### config.mk
export PLATFORM = sky130hd
export DESIGN_NAME = ps2_key_event_decoder
export DESIGN_NICKNAME = d
export VERILOG_FILES = /design/src/rtl/ps2_pkg.sv /design/src/rtl/ps2_event_fifo.sv /design/src/rtl/ps2_key_event_decoder.sv
export SDC_FILE = /design/constraint.sdc
export NUM_CORES = 1
export LEC_CHECK = 0
export CORE_MARGIN = 3
export CORE_UTILIZATION = 25
export DETAILED_ROUTE_END_ITERATION = 6
export PLACE_DENSITY_LB_ADDON = 0.05
export SKIP_CTS_REPAIR_TIMING = 1
export SLEW_MARGIN = 20
export SYNTH_ARGS = -nofsm -noshare
export SYNTH_HDL_FRONTEND = slang
export SYNTH_SLANG_ARGS = --single-unit
export TNS_END_PERCENT = 5
### constraint.sdc
create_clock -name clk -period 3.6 [get_ports clk]
set_clock_uncertainty 0.05 [all_clocks]
set_input_delay 0.9 -clock clk [delete_from_list [all_inputs] [get_ports clk]]
set_output_delay 0.9 -clock clk [all_outputs]
set_load 0.01 [all_outputs]
### src/rtl/ps2_pkg.sv
// PS/2 set-2 decoder shared definitions.
// Prefix bytes, modifier codes, FSM states, event struct, ASCII table.
package ps2_pkg;

    localparam logic [7:0] PFX_E0 = 8'hE0;
    localparam logic [7:0] PFX_F0 = 8'hF0;
    localparam logic [7:0] PFX_E1 = 8'hE1;

    localparam logic [7:0] SC_LSHIFT = 8'h12;
    localparam logic [7:0] SC_RSHIFT = 8'h59;
    localparam logic [7:0] SC_CTRL   = 8'h14;
    localparam logic [7:0] SC_CAPS   = 8'h58;

    // Bytes still to swallow after the E1 of a Pause sequence
    localparam logic [2:0] PAUSE_SKIP = 3'd7;

    typedef enum logic [2:0] {
        ST_IDLE,
        ST_EXT,
        ST_BRK,
        ST_EXT_BRK,
        ST_PAUSE
    } state_t;

    typedef struct packed {
        logic [7:0] ascii;
        logic [7:0] code;
        logic       ext;
        logic       brk;
    } key_evt_t;

    // Lower-case letter for a letter key, 0 otherwise
    function automatic logic [7:0] letter_of(input logic [7:0] code);
        case (code)
            8'h1C: return 8'h61;  8'h32: return 8'h62;
            8'h21: return 8'h63;  8'h23: return 8'h64;
            8'h24: return 8'h65;  8'h2B: return 8'h66;
            8'h34: return 8'h67;  8'h33: return 8'h68;
            8'h43: return 8'h69;  8'h3B: return 8'h6A;
            8'h42: return 8'h6B;  8'h4B: return 8'h6C;
            8'h3A: return 8'h6D;  8'h31: return 8'h6E;
            8'h44: return 8'h6F;  8'h4D: return 8'h70;
            8'h15: return 8'h71;  8'h2D: return 8'h72;
            8'h1B: return 8'h73;  8'h2C: return 8'h74;
            8'h3C: return 8'h75;  8'h2A: return 8'h76;
            8'h1D: return 8'h77;  8'h22: return 8'h78;
            8'h35: return 8'h79;  8'h1A: return 8'h7A;
            default: return 8'h00;
        endcase
    endfunction

    // {unshifted, shifted} pair for digit/symbol keys, 0 otherwise
    function automatic logic [15:0] symbol_of(input logic [7:0] code);
        case (code)
            8'h16: return 16'h3121;  8'h1E: return 16'h3240;
            8'h26: return 16'h3323;  8'h25: return 16'h3424;
            8'h2E: return 16'h3525;  8'h36: return 16'h365E;
            8'h3D: return 16'h3726;  8'h3E: return 16'h382A;
            8'h46: return 16'h3928;  8'h45: return 16'h3029;
            8'h0E: return 16'h607E;  8'h4E: return 16'h2D5F;
            8'h55: return 16'h3D2B;  8'h54: return 16'h5B7B;
            8'h5B: return 16'h5D7D;  8'h5D: return 16'h5C7C;
            8'h4C: return 16'h3B3A;  8'h52: return 16'h2722;
            8'h41: return 16'h2C3C;  8'h49: return 16'h2E3E;
            8'h4A: return 16'h2F3F;
            default: return 16'h0000;
        endcase
    endfunction

    function automatic logic [7:0] scan_to_ascii(
        input logic [7:0] code,
        input logic       ext,
        input logic       shift,
        input logic       caps,
        input logic       ctrl
    );
        logic [7:0]  l;
        logic [15:0] s;
        l = letter_of(code);
        s = symbol_of(code);
        if (ext) begin
            case (code)
                8'h5A:   return 8'h0D;
                8'h4A:   return 8'h2F;
                default: return 8'h00;
            endcase
        end else if (l != 8'h00) begin
            if (ctrl)
                return l & 8'h1F;
            else if (shift ^ caps)
                return l - 8'h20;
            else
                return l;
        end else if (s != 16'h0000) begin
            return shift ? s[7:0] : s[15:8];
        end else begin
            case (code)
                8'h29:   return 8'h20;
                8'h5A:   return 8'h0D;
                8'h0D:   return 8'h09;
                8'h66:   return 8'h08;
                8'h76:   return 8'h1B;
                default: return 8'h00;
            endcase
        end
    endfunction

endpackage

### src/rtl/ps2_event_fifo.sv
// Synchronous FIFO of key events with registered head.
// Extra pointer MSB distinguishes full from empty.
module ps2_event_fifo
    import ps2_pkg::*;
#(
    parameter int DEPTH = 8
) (
    input  logic     clk,
    input  logic     rst,
    input  logic     push,
    input  key_evt_t din,
    input  logic     pop,
    output key_evt_t dout,
    output logic     empty,
    output logic     overflow
);

    localparam int AW = $clog2(DEPTH);
    localparam logic [AW:0] ONE = {{AW{1'b0}}, 1'b1};

    key_evt_t    mem [DEPTH];
    logic [AW:0] wr_ptr;
    logic [AW:0] rd_ptr;
    logic        full;
    logic        do_pop;
    logic        do_push;

    assign empty = (wr_ptr == rd_ptr);
    assign full  = (wr_ptr[AW] != rd_ptr[AW]) &&
                   (wr_ptr[AW-1:0] == rd_ptr[AW-1:0]);

    // A pop frees the slot the same cycle, so a full FIFO still accepts
    assign do_pop  = pop && !empty;
    assign do_push = push && (!full || do_pop);

    assign dout = empty ? '0 : mem[rd_ptr[AW-1:0]];

    // Event storage, no reset needed behind the empty gate
    always_ff @(posedge clk) begin
        if (do_push)
            mem[wr_ptr[AW-1:0]] <= din;
    end

    // Pointers and sticky overflow
    always_ff @(posedge clk or posedge rst) begin
        if (rst) begin
            wr_ptr   <= '0;
            rd_ptr   <= '0;
            overflow <= 1'b0;
        end else begin
            if (do_push)
                wr_ptr <= wr_ptr + ONE;
            if (do_pop)
                rd_ptr <= rd_ptr + ONE;
            if (push && !do_push)
                overflow <= 1'b1;
        end
    end

endmodule

### src/rtl/ps2_key_event_decoder.sv
// PS/2 set-2 key event decoder: prefix FSM, modifiers, ASCII, event queue.
// Byte -> decode register -> FIFO; head valid two cycles after the strobe.
module ps2_key_event_decoder
    import ps2_pkg::*;
#(
    parameter int FIFO_DEPTH    = 8,
    parameter int EMIT_BREAK    = 0,
    parameter int EMIT_UNMAPPED = 1
) (
    input  logic       clk,
    input  logic       rst,
    input  logic       scan_valid,
    input  logic [7:0] scan_code,
    output logic       evt_valid,
    input  logic       evt_ready,
    output logic [7:0] evt_ascii,
    output logic [7:0] evt_code,
    output logic       evt_ext,
    output logic       evt_break,
    output logic       shift,
    output logic       ctrl,
    output logic       caps_lock,
    output logic       overflow
);

    state_t     state;
    state_t     state_nxt;
    logic [2:0] skip_cnt;

    logic key_hit;
    logic key_ext;
    logic key_brk;

    logic lshift_held;
    logic rshift_held;
    logic lctrl_held;
    logic rctrl_held;
    logic caps_held;

    logic       is_lshift;
    logic       is_rshift;
    logic       is_lctrl;
    logic       is_rctrl;
    logic       is_caps;
    logic       is_fake;
    logic       keep;
    logic [7:0] ascii_c;

    logic     dec_valid;
    key_evt_t dec_evt;
    key_evt_t head;
    logic     fifo_empty;

    assign shift = lshift_held | rshift_held;
    assign ctrl  = lctrl_held | rctrl_held;

    // Prefix state register and Pause skip counter
    always_ff @(posedge clk or posedge rst) begin
        if (rst) begin
            state    <= ST_IDLE;
            skip_cnt <= '0;
        end else if (scan_valid) begin
            state <= state_nxt;
            if (state == ST_IDLE && scan_code == PFX_E1)
                skip_cnt <= PAUSE_SKIP;
            else if (state == ST_PAUSE)
                skip_cnt <= skip_cnt - 3'd1;
        end
    end

    // Prefix next-state decode
    always_comb begin
        state_nxt = state;
        unique case (state)
            ST_IDLE: begin
                if (scan_code == PFX_E0)
                    state_nxt = ST_EXT;
                else if (scan_code == PFX_F0)
                    state_nxt = ST_BRK;
                else if (scan_code == PFX_E1)
                    state_nxt = ST_PAUSE;
            end
            ST_EXT: begin
                if (scan_code == PFX_F0)
                    state_nxt = ST_EXT_BRK;
                else
                    state_nxt = ST_IDLE;
            end
            ST_BRK:     state_nxt = ST_IDLE;
            ST_EXT_BRK: state_nxt = ST_IDLE;
            ST_PAUSE: begin
                if (skip_cnt == 3'd1)
                    state_nxt = ST_IDLE;
            end
            default:    state_nxt = ST_IDLE;
        endcase
    end

    // Key strobe outputs of the prefix FSM
    always_comb begin
        key_hit = 1'b0;
        key_ext = 1'b0;
        key_brk = 1'b0;
        if (scan_valid) begin
            unique case (state)
                ST_IDLE:
                    key_hit = (scan_code != PFX_E0) &&
                              (scan_code != PFX_F0) &&
                              (scan_code != PFX_E1);
                ST_EXT: begin
                    key_hit = (scan_code != PFX_F0);
                    key_ext = 1'b1;
                end
                ST_BRK: begin
                    key_hit = 1'b1;
                    key_brk = 1'b1;
                end
                ST_EXT_BRK: begin
                    key_hit = 1'b1;
                    key_ext = 1'b1;
                    key_brk = 1'b1;
                end
                default: key_hit = 1'b0;
            endcase
        end
    end

    // Classify the key and decide whether it becomes a queued event
    always_comb begin
        is_lshift = !key_ext && scan_code == SC_LSHIFT;
        is_rshift = !key_ext && scan_code == SC_RSHIFT;
        is_lctrl  = !key_ext && scan_code == SC_CTRL;
        is_rctrl  =  key_ext && scan_code == SC_CTRL;
        is_caps   = !key_ext && scan_code == SC_CAPS;
        is_fake   =  key_ext && (scan_code == SC_LSHIFT ||
                                 scan_code == SC_RSHIFT);
        ascii_c   = scan_to_ascii(scan_code, key_ext, shift,
                                  caps_lock, ctrl);
        keep      = key_hit &&
                    !(is_lshift || is_rshift || is_lctrl ||
                      is_rctrl || is_caps || is_fake) &&
                    ((EMIT_BREAK != 0) || !key_brk) &&
                    ((EMIT_UNMAPPED != 0) || ascii_c != 8'h00);
    end

    // Modifier held bits and Caps Lock toggle
    always_ff @(posedge clk or posedge rst) begin
        if (rst) begin
            lshift_held <= 1'b0;
            rshift_held <= 1'b0;
            lctrl_held  <= 1'b0;
            rctrl_held  <= 1'b0;
            caps_held   <= 1'b0;
            caps_lock   <= 1'b0;
        end else if (key_hit) begin
            if (is_lshift)
                lshift_held <= !key_brk;
            if (is_rshift)
                rshift_held <= !key_brk;
            if (is_lctrl)
                lctrl_held <= !key_brk;
            if (is_rctrl)
                rctrl_held <= !key_brk;
            if (is_caps) begin
                if (key_brk) begin
                    caps_held <= 1'b0;
                end else if (!caps_held) begin
                    caps_held <= 1'b1;
                    caps_lock <= !caps_lock;
                end
            end
        end
    end

    // Decode stage register feeding the FIFO
    always_ff @(posedge clk or posedge rst) begin
        if (rst) begin
            dec_valid <= 1'b0;
            dec_evt   <= '0;
        end else begin
            dec_valid     <= keep;
            dec_evt.ascii <= ascii_c;
            dec_evt.code  <= scan_code;
            dec_evt.ext   <= key_ext;
            dec_evt.brk   <= key_brk;
        end
    end

    ps2_event_fifo #(
        .DEPTH(FIFO_DEPTH)
    ) u_fifo (
        .clk      (clk),
        .rst      (rst),
        .push     (dec_valid),
        .din      (dec_evt),
        .pop      (evt_ready),
        .dout     (head),
        .empty    (fifo_empty),
        .overflow (overflow)
    );

    assign evt_valid = !fifo_empty;
    assign evt_ascii = head.ascii;
    assign evt_code  = head.code;
    assign evt_ext   = head.ext;
    assign evt_break = head.brk;

endmodule

==> impl_metrics.csv <==
group,metric,value,unit
setup_path,slowest_delay,0.52,ns
placement,io_buffers,34,
flow_run,maxCapViolCount,0,
synth,synth_cells,609,
finish,drive_gt1_share,24.5,%
status,outcome,"complete, no violations",
drt,ant_nets,0,
synth,yosysMostFrequentCell,"edfxtp_1",
synth,synthTopCellsByCount,"edfxtp_1 (144), nor2_1 (52), dfrtp_1 (40), mux4_2 (37), nand2_1 (28)",
timing,fmax,295,MHz
setup_path,crit_path_end_kind,"output pin",
timing,slew_viol_final,0,
floorplan,io_pins,35,
drt,routedWlPerCell,19.9,microns
setup_path,slowest_stage,"mux4_2",
synth,dominantRegCellSynth,"edfxtp_1",
drt,remaining_drc_errors,0,
synth,syn_area,8570,sq um
synth,ys_seq_area_share,62.1,%
clock_network,clockRootBuffer,"clkbuf_16",
global_route,grt_pass1_wl,35.3,mm
drt,wirelength,23.2,mm
synth,synth_cell_types,61,
synth,synth_edf_count,144,
synth,syn_nets,634,
power_and_ir_drop,peakVddDrop,0.000329,V
timing,setup_violations,0,
timing,post-route-period-util,94.2,%
placement,hpwlAfterDp,15.4,mm
clock_network,clkLatencyLatePin,0.43,ns
power_and_ir_drop,powerDensity,677,nW/um^2
synth,yosys.area.top_type_share,50.5,%
floorplan,initial_core_util,25.4,%
clock_network,htree_num_levels,4,
clock_network,cts_tree,"built",
timing,finalCriticalPeriod,3.39,ns
setup_path,cp_max_fo,19,
synth,ys_seq_elements,184,
setup_path,reg2reg_depth,8,
min_path,hold_class,"reg2reg",
synth,yosys.area.top_type,"edfxtp_1",
finish,syn_to_final_growth,22.9,%
min_path,hold_depth,1,
setup_path,critPathLaunch,"u_fifo.rd_ptr[0]$_DFFE_PP0P_",
floorplan,dieArea,36500,sq um
timing,slew_headroom,64.6,%
power_and_ir_drop,finalPower,0.00714,W
setup_path,cp-start-kind,"flip-flop",
floorplan,std_cell_rows,67,
timing,tightest_slew,0.526,ns
global_route,grt_antenna_before_repair,0,
setup_path,arrival,2.44,ns
drt,dr.pass1.iters,5,
clock_network,cts.path.max_buffers,2,
synth,synthTopCellsByArea,"edfxtp_1 (50%), dfrtp_1 (12%), mux4_2 (9.7%)",
clock_network,numCtsBuffers,17,
synth,ys_async_sr_fraction,21.7,%
power_and_ir_drop,p_leak,3.78,nW
setup_path,critical_path_class,"reg2out",
global_route,grt_overflow,0,
global_route,grt.total_usage,13.2,%
timing,hold_violations,0,
setup_path,critPathRequiredTime,2.65,ns
finish,antenna_cells,0,
floorplan,die_h,191,microns
global_route,grt_pass1_vias,5634,
finish,final_nets,730,
timing,rsz0062_at_grt,"no",
setup_path,worstPathCellList,"buf_12 > mux4_2 > mux2i_1 > nor2_1 > clkdlybuf4s50_1",
synth,synth-warning-count,0,
placement,placed_area,9990,sq um
finish,final_area,10500,sq um
clock_network,cts_sinks,184,
setup_path,timing.rr.start,"u_fifo.rd_ptr[0]$_DFFE_PP0P_",
floorplan,core_area,33700,sq um
global_route,grt_max_degree,41,
floorplan,die_w,191,microns
drt,dr_total_vias,5420,
drt,drtIter0Drc,352,
synth,avgSynthCellArea,14.1,sq um
drt,vias_per_cell,4.65,
placement,gp_congestion,0.867,
clock_network,path_clk_slew,0.08,ns
min_path,hold_start,"u_fifo.overflow$_DFFE_PP0P_",
==> final timing paths <==
| path | to | slack, ns |
|---|---|---|
| min in group asynchronous | skip_cnt[1]$_DFFE_PP0P_ | 0.77 |
| setup reg to reg | u_fifo.mem[7][4]$_DFFE_PP_ | 1.09 |
| hold reg to reg | u_fifo.overflow$_DFFE_PP0P_ | 0.42 |
| setup / recovery | evt_break | 0.21 |
| max in group asynchronous | dec_evt[8]$_DFF_PP0_ | 2.02 |
| hold / removal | u_fifo.overflow$_DFFE_PP0P_ | 0.42 |
==> per-stage QoR <==
| step | setup TNS, ns | setup WS [ns] | cells | utilization, % | hold slack, ns |
|---|---|---|---|---|---|
| 6_report | 0 | 0.210 | 1166 | 31.3 | 0.416 |
| 5_1_grt | 0 | 0.0704 | 1166 | 31.3 | 0.439 |
| 4_1_cts | 0 | 0.145 | 1166 | 31.3 | 0.426 |
| 3_5_place_dp | -0.574 | -0.146 | 1134 | 29.6 | 0.407 |
| 3_3_place_gp | -1.04 | -0.195 | 1134 | 29.6 | 0.394 |
| 2_1_floorplan | 0 | 0.463 | 609 | - | 0.392 |
==> state kept, by name, indices dropped and copies added (netlist names) <==
register and count:
u_fifo.mem 144, dec_evt 18, u_fifo.rd_ptr 4, u_fifo.wr_ptr 4
skip_cnt 3, state 3, caps_held 1, caps_lock 1
dec_valid 1, lctrl_held 1, lshift_held 1, rctrl_held 1
rshift_held 1, u_fifo.overflow 1
==> cells by family after synthesis <==
family,after synthesis,share of synthesized area (%)
compound gates,99,7.52
xor+xnor,14,1.43
fa+ha+maj,13,1.90
buf+inv,60,3.26
flops,184,62.1
mux,67,13.3
simple gates,172,10.5
==> power by group <==
part	total (W)	switching (W)	internal, W
Sequential	0.00284	0.000174	0.00266
Combinational	0.00255	0.00127	0.00128
Clock	0.00175	0.000795	0.000956
==> final cells by class <==
cell class | instances | area [sq um]
fillers | 3407 | 23200
clock buffers | 18 | 429
well taps | 448 | 561
flip-flops and latches | 184 | 5330
repair buffers | 118 | 1030
inverters | 19 | 71.3
multi-input cells | 365 | 2990
clock inverters | 14 | 123
==> placed cells by master (no fill, tap or decap), drive strengths merged, types with 5 or more instances in the layout <==
master,synthesis,final
o31ai,5,5
a211oi,6,6
clkinv,0,7
nand4,5,5
nor3b,5,5
dfrtp,40,40
ha,13,13
buf,25,84
and3,6,6
clkbuf,16,18
o21ai,20,20
nor2b,9,9
nand2,28,28
xnor2,8,8
mux2i,26,26
inv,19,23
nand3b,9,9
nand2b,7,7
a31oi,9,9
nand3,15,15
o211ai,5,5
mux4,37,37
clkdlybuf4s50,0,34
nor3,17,17
xor2,6,6
nor2,52,52
a21oi,27,27
edfxtp,144,144
==> metal layers <==
layer	track usage (%)	vias to the layer above	wire length [microns]
met4	3.84	0	325
met1	17.1	2790	10700
met5	0	-	0
met2	22.6	82	11600
met3	2.35	21	550
li1	-	2527	-
==> critical path: cells and delay by family (launching register included) <==
kind / cells / cell delay [ns]
multiplexers: 2 / 0.78
buffers and inverters: 2 / 0.72
AND/OR/NAND/NOR: 1 / 0.07
flip-flops: 1 / 0.42
No activity file was read; power rests on OpenSTA's default activity.
